File: src/rtl/multi_cycle_control.sv
// Multi-cycle datapath controller: sequences fetch/decode/execute/writeback
// states, bounds every memory wait with MEM_TIMEOUT and latches into FAULT.
module multi_cycle_control #(
    parameter int MEM_TIMEOUT = 16,
    parameter int ALUOP_W     = 4
) (
    input  logic               CLK,
    input  logic               Resetb,
    input  logic [5:0]         Opcode,
    input  logic [5:0]         FuncCode,
    input  logic               MemReady,
    output logic               PCWrite,
    output logic               PCWriteCond,
    output logic               IorD,
    output logic               IRWrite,
    output logic               MemRead,
    output logic               MemWrite,
    output logic               MemToReg,
    output logic               RegDst,
    output logic               RegWrite,
    output logic               SignExtend,
    output logic [1:0]         ALUSrcA,
    output logic [1:0]         ALUSrcB,
    output logic [1:0]         PCSource,
    output logic [ALUOP_W-1:0] ALUOp,
    output logic               Fault,
    output logic [3:0]         State
);
    localparam logic [3:0] S_IDLE = 4'd0,  S_FETCH = 4'd1,  S_DECODE  = 4'd2,  S_MEMADDR = 4'd3,
                           S_MEMRD = 4'd4, S_MEMWB = 4'd5,  S_MEMWR   = 4'd6,  S_EXEC    = 4'd7,
                           S_RWB  = 4'd8,  S_IMMEXEC = 4'd9, S_IMMWB  = 4'd10, S_BRANCH  = 4'd11,
                           S_JUMP = 4'd12, S_FAULT = 4'd13;

    localparam logic [5:0] OP_RTYPE = 6'b000000, OP_J    = 6'b000010, OP_BEQ   = 6'b000100,
                           OP_ADDI  = 6'b001000, OP_ADDIU = 6'b001001, OP_SLTI = 6'b001010,
                           OP_SLTIU = 6'b001011, OP_ANDI = 6'b001100, OP_ORI   = 6'b001101,
                           OP_XORI  = 6'b001110, OP_LUI  = 6'b001111, OP_LW    = 6'b100011,
                           OP_SW    = 6'b101011;

    logic [3:0] state, nxt;
    logic [7:0] wait_cnt;
    logic       is_mem, tmo;
    logic       is_imm, imm_se;
    logic [3:0] imm_op, op4;

    assign is_mem = (state == S_FETCH) || (state == S_MEMRD) || (state == S_MEMWR);
    // This wait cycle is the MEM_TIMEOUT-th one if MemReady stays low.
    assign tmo    = ({24'd0, wait_cnt} >= 32'(MEM_TIMEOUT - 1));
    assign State  = state;

    always_comb begin
        is_imm = 1'b1;
        imm_se = 1'b0;
        imm_op = 4'b0000;
        case (Opcode)
            OP_ORI:   imm_op = 4'b0001;
            OP_ADDI:  begin imm_op = 4'b0010; imm_se = 1'b1; end
            OP_ADDIU: imm_op = 4'b1000;
            OP_ANDI:  imm_op = 4'b0000;
            OP_LUI:   imm_op = 4'b1110;
            OP_SLTI:  begin imm_op = 4'b0111; imm_se = 1'b1; end
            OP_SLTIU: begin imm_op = 4'b1011; imm_se = 1'b1; end
            OP_XORI:  imm_op = 4'b1010;
            default:  is_imm = 1'b0;
        endcase
    end

    always_comb begin
        nxt = state;
        case (state)
            S_IDLE:   nxt = S_FETCH;
            S_FETCH:  if (MemReady) nxt = S_DECODE; else if (tmo) nxt = S_FAULT;
            S_DECODE: begin
                if (Opcode == OP_LW || Opcode == OP_SW) nxt = S_MEMADDR;
                else if (Opcode == OP_RTYPE)            nxt = S_EXEC;
                else if (is_imm)                        nxt = S_IMMEXEC;
                else if (Opcode == OP_BEQ)              nxt = S_BRANCH;
                else if (Opcode == OP_J)                nxt = S_JUMP;
                else                                    nxt = S_FAULT;
            end
            S_MEMADDR: begin
                if (Opcode == OP_LW)      nxt = S_MEMRD;
                else if (Opcode == OP_SW) nxt = S_MEMWR;
                else                      nxt = S_FAULT;
            end
            S_MEMRD:  if (MemReady) nxt = S_MEMWB; else if (tmo) nxt = S_FAULT;
            S_MEMWR:  if (MemReady) nxt = S_FETCH; else if (tmo) nxt = S_FAULT;
            S_MEMWB, S_RWB, S_IMMWB, S_BRANCH, S_JUMP: nxt = S_FETCH;
            S_EXEC:    nxt = S_RWB;
            S_IMMEXEC: nxt = S_IMMWB;
            S_FAULT:   nxt = S_FAULT;
            default:   nxt = S_FAULT;
        endcase
    end

    always_ff @(posedge CLK or negedge Resetb) begin
        if (!Resetb) begin
            state    <= S_IDLE;
            wait_cnt <= 8'd0;
        end else begin
            state <= nxt;
            // Any state change clears the counter, so each memory state starts fresh.
            if (nxt != state)
                wait_cnt <= 8'd0;
            else if (is_mem && !MemReady)
                wait_cnt <= wait_cnt + 8'd1;
        end
    end

    always_comb begin
        PCWrite = 1'b0; PCWriteCond = 1'b0; IorD = 1'b0; IRWrite = 1'b0;
        MemRead = 1'b0; MemWrite = 1'b0; MemToReg = 1'b0; RegDst = 1'b0;
        RegWrite = 1'b0; SignExtend = 1'b0; Fault = 1'b0;
        ALUSrcA = 2'b00; ALUSrcB = 2'b00; PCSource = 2'b00; op4 = 4'b0000;
        case (state)
            S_FETCH: begin
                MemRead = 1'b1; ALUSrcB = 2'b01; op4 = 4'b0010;
                IRWrite = MemReady; PCWrite = MemReady;
            end
            S_DECODE:  begin ALUSrcB = 2'b11; op4 = 4'b0010; SignExtend = 1'b1; end
            S_MEMADDR: begin ALUSrcA = 2'b01; ALUSrcB = 2'b10; op4 = 4'b0010; SignExtend = 1'b1; end
            S_MEMRD:   begin MemRead = 1'b1; IorD = 1'b1; end
            S_MEMWR:   begin MemWrite = 1'b1; IorD = 1'b1; end
            S_MEMWB:   begin RegWrite = 1'b1; MemToReg = 1'b1; end
            S_EXEC: begin
                op4 = 4'b1111;
                ALUSrcA = (FuncCode == 6'b000000 || FuncCode == 6'b000010 ||
                           FuncCode == 6'b000011) ? 2'b10 : 2'b01;
            end
            S_RWB: begin RegWrite = 1'b1; RegDst = 1'b1; end
            S_IMMEXEC, S_IMMWB: begin
                // Writeback keeps the execute controls so the ALU result stays valid.
                ALUSrcA = 2'b01; ALUSrcB = 2'b10; op4 = imm_op; SignExtend = imm_se;
                RegWrite = (state == S_IMMWB);
            end
            S_BRANCH: begin
                ALUSrcA = 2'b01; op4 = 4'b0110; PCWriteCond = 1'b1; PCSource = 2'b01;
            end
            S_JUMP:  begin PCWrite = 1'b1; PCSource = 2'b10; end
            S_FAULT: Fault = 1'b1;
            default: ;
        endcase
    end

    assign ALUOp = ALUOP_W'(op4);
endmodule

File: config.mk
export PLATFORM = sky130hd
export DESIGN_NAME = multi_cycle_control
export DESIGN_NICKNAME = d
export VERILOG_FILES = /design/src/rtl/multi_cycle_control.sv
export SDC_FILE = /design/constraint.sdc
export NUM_CORES = 1
export LEC_CHECK = 0
export BUFFER_PORTS_ARGS = -buffer_cell sky130_fd_sc_hd__buf_4
export CAP_MARGIN = 25
export CORE_MARGIN = 4
export CORE_UTILIZATION = 30
export CTS_CLUSTER_SIZE = 30
export DETAILED_ROUTE_END_ITERATION = 6
export PLACE_DENSITY = 0.6
export SYNTH_ARGS = -nofsm -noshare
export SYNTH_HDL_FRONTEND = slang
export SYNTH_SLANG_ARGS = --single-unit
File: constraint.sdc
create_clock -name CLK -period 1.8 [get_ports CLK]
set_input_delay 0.09 -clock CLK [delete_from_list [all_inputs] [get_ports CLK]]
set_output_delay 0.09 -clock CLK [all_outputs]
set_load 0.01 [all_outputs]
==> impl_metrics.ini <==
[grt]
gr-total-overflow = 0
grt_pass1_wl_mm = 6.20
gr-usage-all-layers_pct = 14.6
grt_max_degree = 15
antenna_found_initial = 0
grt_pass1_vias = 1382

[clocking]
root_buffer = clkbuf_8
clkLatencyLatePin_ps = 240
cts_sinks = 12
cts_buffers = 3
cts_tree = done
cts.htree.levels = 1
clock_path_buffers = 2
clk_pin_slew_worst_paths_ps = 60

[synthesis]
synth-edff-count = 0
synthTopCellsByArea = dfrtp_1 24%, nor3_1 6.8%, nand2_1 6.0%
syn-instance-count = 174
synth_compound_area_share_pct = 23.3
syn_nets = 190
synth.avg_cell_area_um2 = 7.23
ys.warnings.count = 0
synth_adder_area_share_pct = 1.79
yosysTopAreaCell = dfrtp_1
synth.distinct_cells = 49
synth_ff_type = dfrtp_1
synth-seq-area-share_pct = 23.9
synth_top_area_share_pct = 23.9
synth_xor_area_share_pct = 6.26
syn_area_mm2 = 0.00126
async_flop_share_pct = 100
synthSimpleGateAreaFrac_pct = 34.7
synth_top_family_by_area = simple AND/OR/NAND/NOR gates
synthMuxAreaShare_pct = 3.28
ys_ff_latch = 12

[floorplanning]
die_x_um = 72.8
placementRows = 23
initial_core_util_pct = 31.2
dieHeight_um = 72.8
design.core.area_mm2 = 0.00403
die_area_mm2 = 0.00530
ios = 40

[cells_and_area]
final_cells = 277
num-fill-cells = 423
n_antenna_cell = 0
final_layout_size_suffix_gt1_share_pct = 43.6
area_growth_pct = 51.5
design_area_mm2 = 0.00191
final_net_count = 244

[flow_run]
drv_cap = 0

[sta]
rsz0062_at_grt = yes
setup_violations = 1
min_period_ps = 1800
fmax_ghz = 0.556
setup_ws_ps = -0.0251
fin_skew_ps = 7.54
slew-limit-headroom_pct = 72.9
final.period_utilization_pct = 100
hold_viol = 0
worst_slew_pin_slew_ps = 405
slew_viol_final = 0

[run_status]
failed_checks = negative setup slack
outcome = finished with violations

[route]
drc = 0
viasPerCell = 5.27
dr.first_iter.drc_count = 32
via_count = 1461
first_pass_iters = 4
totalWireLength_mm = 3.86
wl_per_cell_um = 13.9
ant_nets = 0

[power]
comb_power_share_pct = 74.7
p_int_mw = 1.47
power.share.sequential_pct = 14.4
power_density_mw_per_mm2 = 1410
switching_share_pct = 45.4
peakVddDrop_v = 0.000696
switching_power_mw = 1.22
p_leak_nw = 0.794
p_clk_share_pct = 10.9

[setup_path]
cp_max_fo = 8
worst-endpoint-arrival_ps = 1960
cp-start-kind = flip-flop
crit_required_ps = 1960
worst-setup-path-type = reg -> reg
critPathCaptureType = flip-flop

[placed_design]
gp_congestion = 0.822
dpl_cell_area_mm2 = 0.00170
io_buffers = 39
placedCellCount = 267
dpl.hpwl_mm = 2.83

[hold_path]
hold_class = in -> reg
layout by cell type, fill, tap and decap left out, types with 2 or more instances in the layout:
| master | Yosys | routed |
|---|---|---|
| inv_1 | 5 | 4 |
| xnor2_1 | 8 | 8 |
| mux2i_1 | 3 | 3 |
| nor2_1 | 16 | 15 |
| clkbuf_8 | 0 | 4 |
| o21ai_0 | 10 | 10 |
| buf_4 | 1 | 62 |
| or4_4 | 1 | 2 |
| nor3_2 | 0 | 9 |
| o22ai_1 | 2 | 2 |
| nor4_1 | 4 | 4 |
| or3_1 | 2 | 2 |
| nor3_1 | 17 | 8 |
| o211ai_1 | 2 | 2 |
| o311ai_0 | 2 | 2 |
| nor2b_1 | 3 | 3 |
| a21oi_1 | 8 | 7 |
| o41ai_1 | 3 | 2 |
| nand2b_1 | 4 | 4 |
| or4_1 | 3 | 2 |
| dfrtp_1 | 12 | 9 |
| o31ai_1 | 2 | 2 |
| or2_2 | 2 | 2 |
| buf_6 | 0 | 2 |
| nand3_1 | 3 | 3 |
| nand2_1 | 20 | 19 |
| dfrtp_2 | 0 | 3 |
cells in the mapped netlist, types with 2 or more instances:
cell,count
and3_1,2
nand2b_1,4
dfrtp_1,12
clkbuf_1,6
inv_1,5
nor2_1,16
nand3_1,3
o22ai_1,2
or3_1,2
nor3b_1,2
nor2b_1,3
nor4_1,4
nor3_1,17
nand2_1,20
o41ai_1,3
or4_1,3
a21oi_1,8
o21bai_1,2
buf_2,2
buf_1,6
o21ai_0,10
xnor2_1,8
o211ai_1,2
o311ai_0,2
o31ai_1,2
mux2i_1,3
a221oi_1,2
or2_2,2
worst paths after layout:
kind	cells past startpoint	start	to	slack [ps]
max in group asynchronous	2	Resetb	State[1]$_DFF_PN0_	1400
hold reg to reg	2	wait_cnt[7]$_DFFE_PN0P_	wait_cnt[7]$_DFFE_PN0P_	600
min in group asynchronous	2	Resetb	wait_cnt[7]$_DFFE_PN0P_	220
setup reg to reg	5	State[2]$_DFF_PN0_	wait_cnt[4]$_DFFE_PN0P_	-0.03
hold / removal	3	MemReady	State[0]$_DFF_PN0_	200
setup / recovery	5	State[2]$_DFF_PN0_	wait_cnt[4]$_DFFE_PN0P_	-0.03
area by class of cell:
type | count | area, um2 | area share [%]
multi-input combinational | 141 | 968 | 50.8
sequential | 12 | 304 | 15.9
inverter | 5 | 18.8 | 0.984
clock buffer | 4 | 55.1 | 2.89
tap | 50 | 62.6 | 3.28
timing repair buffer | 65 | 498 | 26.1
per-layer routing:
layer  track usage [%]  share of wire [%]
met5                 0                  0
met4              3.07               0.80
met3              2.89                5.1
met2              24.5                 47
met1              19.4                 47
flip-flops by register name (all words and copies together), names as in the netlist:
| name | cells |
|---|---|
| State | 4 |
| wait_cnt | 8 |
per-stage QoR:
step	total power [mW]	TNS, ps	hold slack (ps)	setup slack [ps]	util [%]
6_report	2.70	-0.0251	198	-0.0251	47.3
5_1_grt	2.90	-549	236	-65.9	47.3
4_1_cts	2.53	-0.425	191	-0.425	44.6
3_5_place_dp	2.17	0	-63.2	47.5	42.2
3_3_place_gp	2.17	0	-64.5	61.0	42.2
2_1_floorplan	1.42	0	-206	2.74	-
cells by family (layout without fill, tap and decap cells):
family / Yosys count / count (layout)
fa+ha+maj: 2 / 2
mux: 4 / 4
flops: 12 / 12
xor+xnor: 9 / 9
buf+inv: 21 / 74
simple gates: 83 / 83
compound gates: 43 / 43
worst max-delay path: stages (launching register included):
cell and delay (ps):
dfrtp_2 450, or3b_4 420, or3_1 370, o211ai_2 100
nand4_4 220, nor3_2 160
power groups by stage:
stage	Clock (mW)	Combinational, mW	Sequential, mW
6_report	0.294	2.01	0.389
3_3_place_gp	0	1.78	0.388
4_1_cts	0.303	1.85	0.381
3_5_place_dp	0	1.78	0.388
2_1_floorplan	0	1.05	0.374
5_1_grt	0.311	2.19	0.396
what timing repair did:
| item | 4_1_cts | 5_1_grt |
|---|---|---|
| buffers inserted | 2 | 3 |
| pin swaps | 1 | 1 |
| gates resized for setup | 6 | 21 |
| setup endpoints to repair | 3 | 12 |
| hold endpoints to repair | 12 | 0 |
| hold buffers | 1 | 0 |
(Power assumes the default switching activity.)
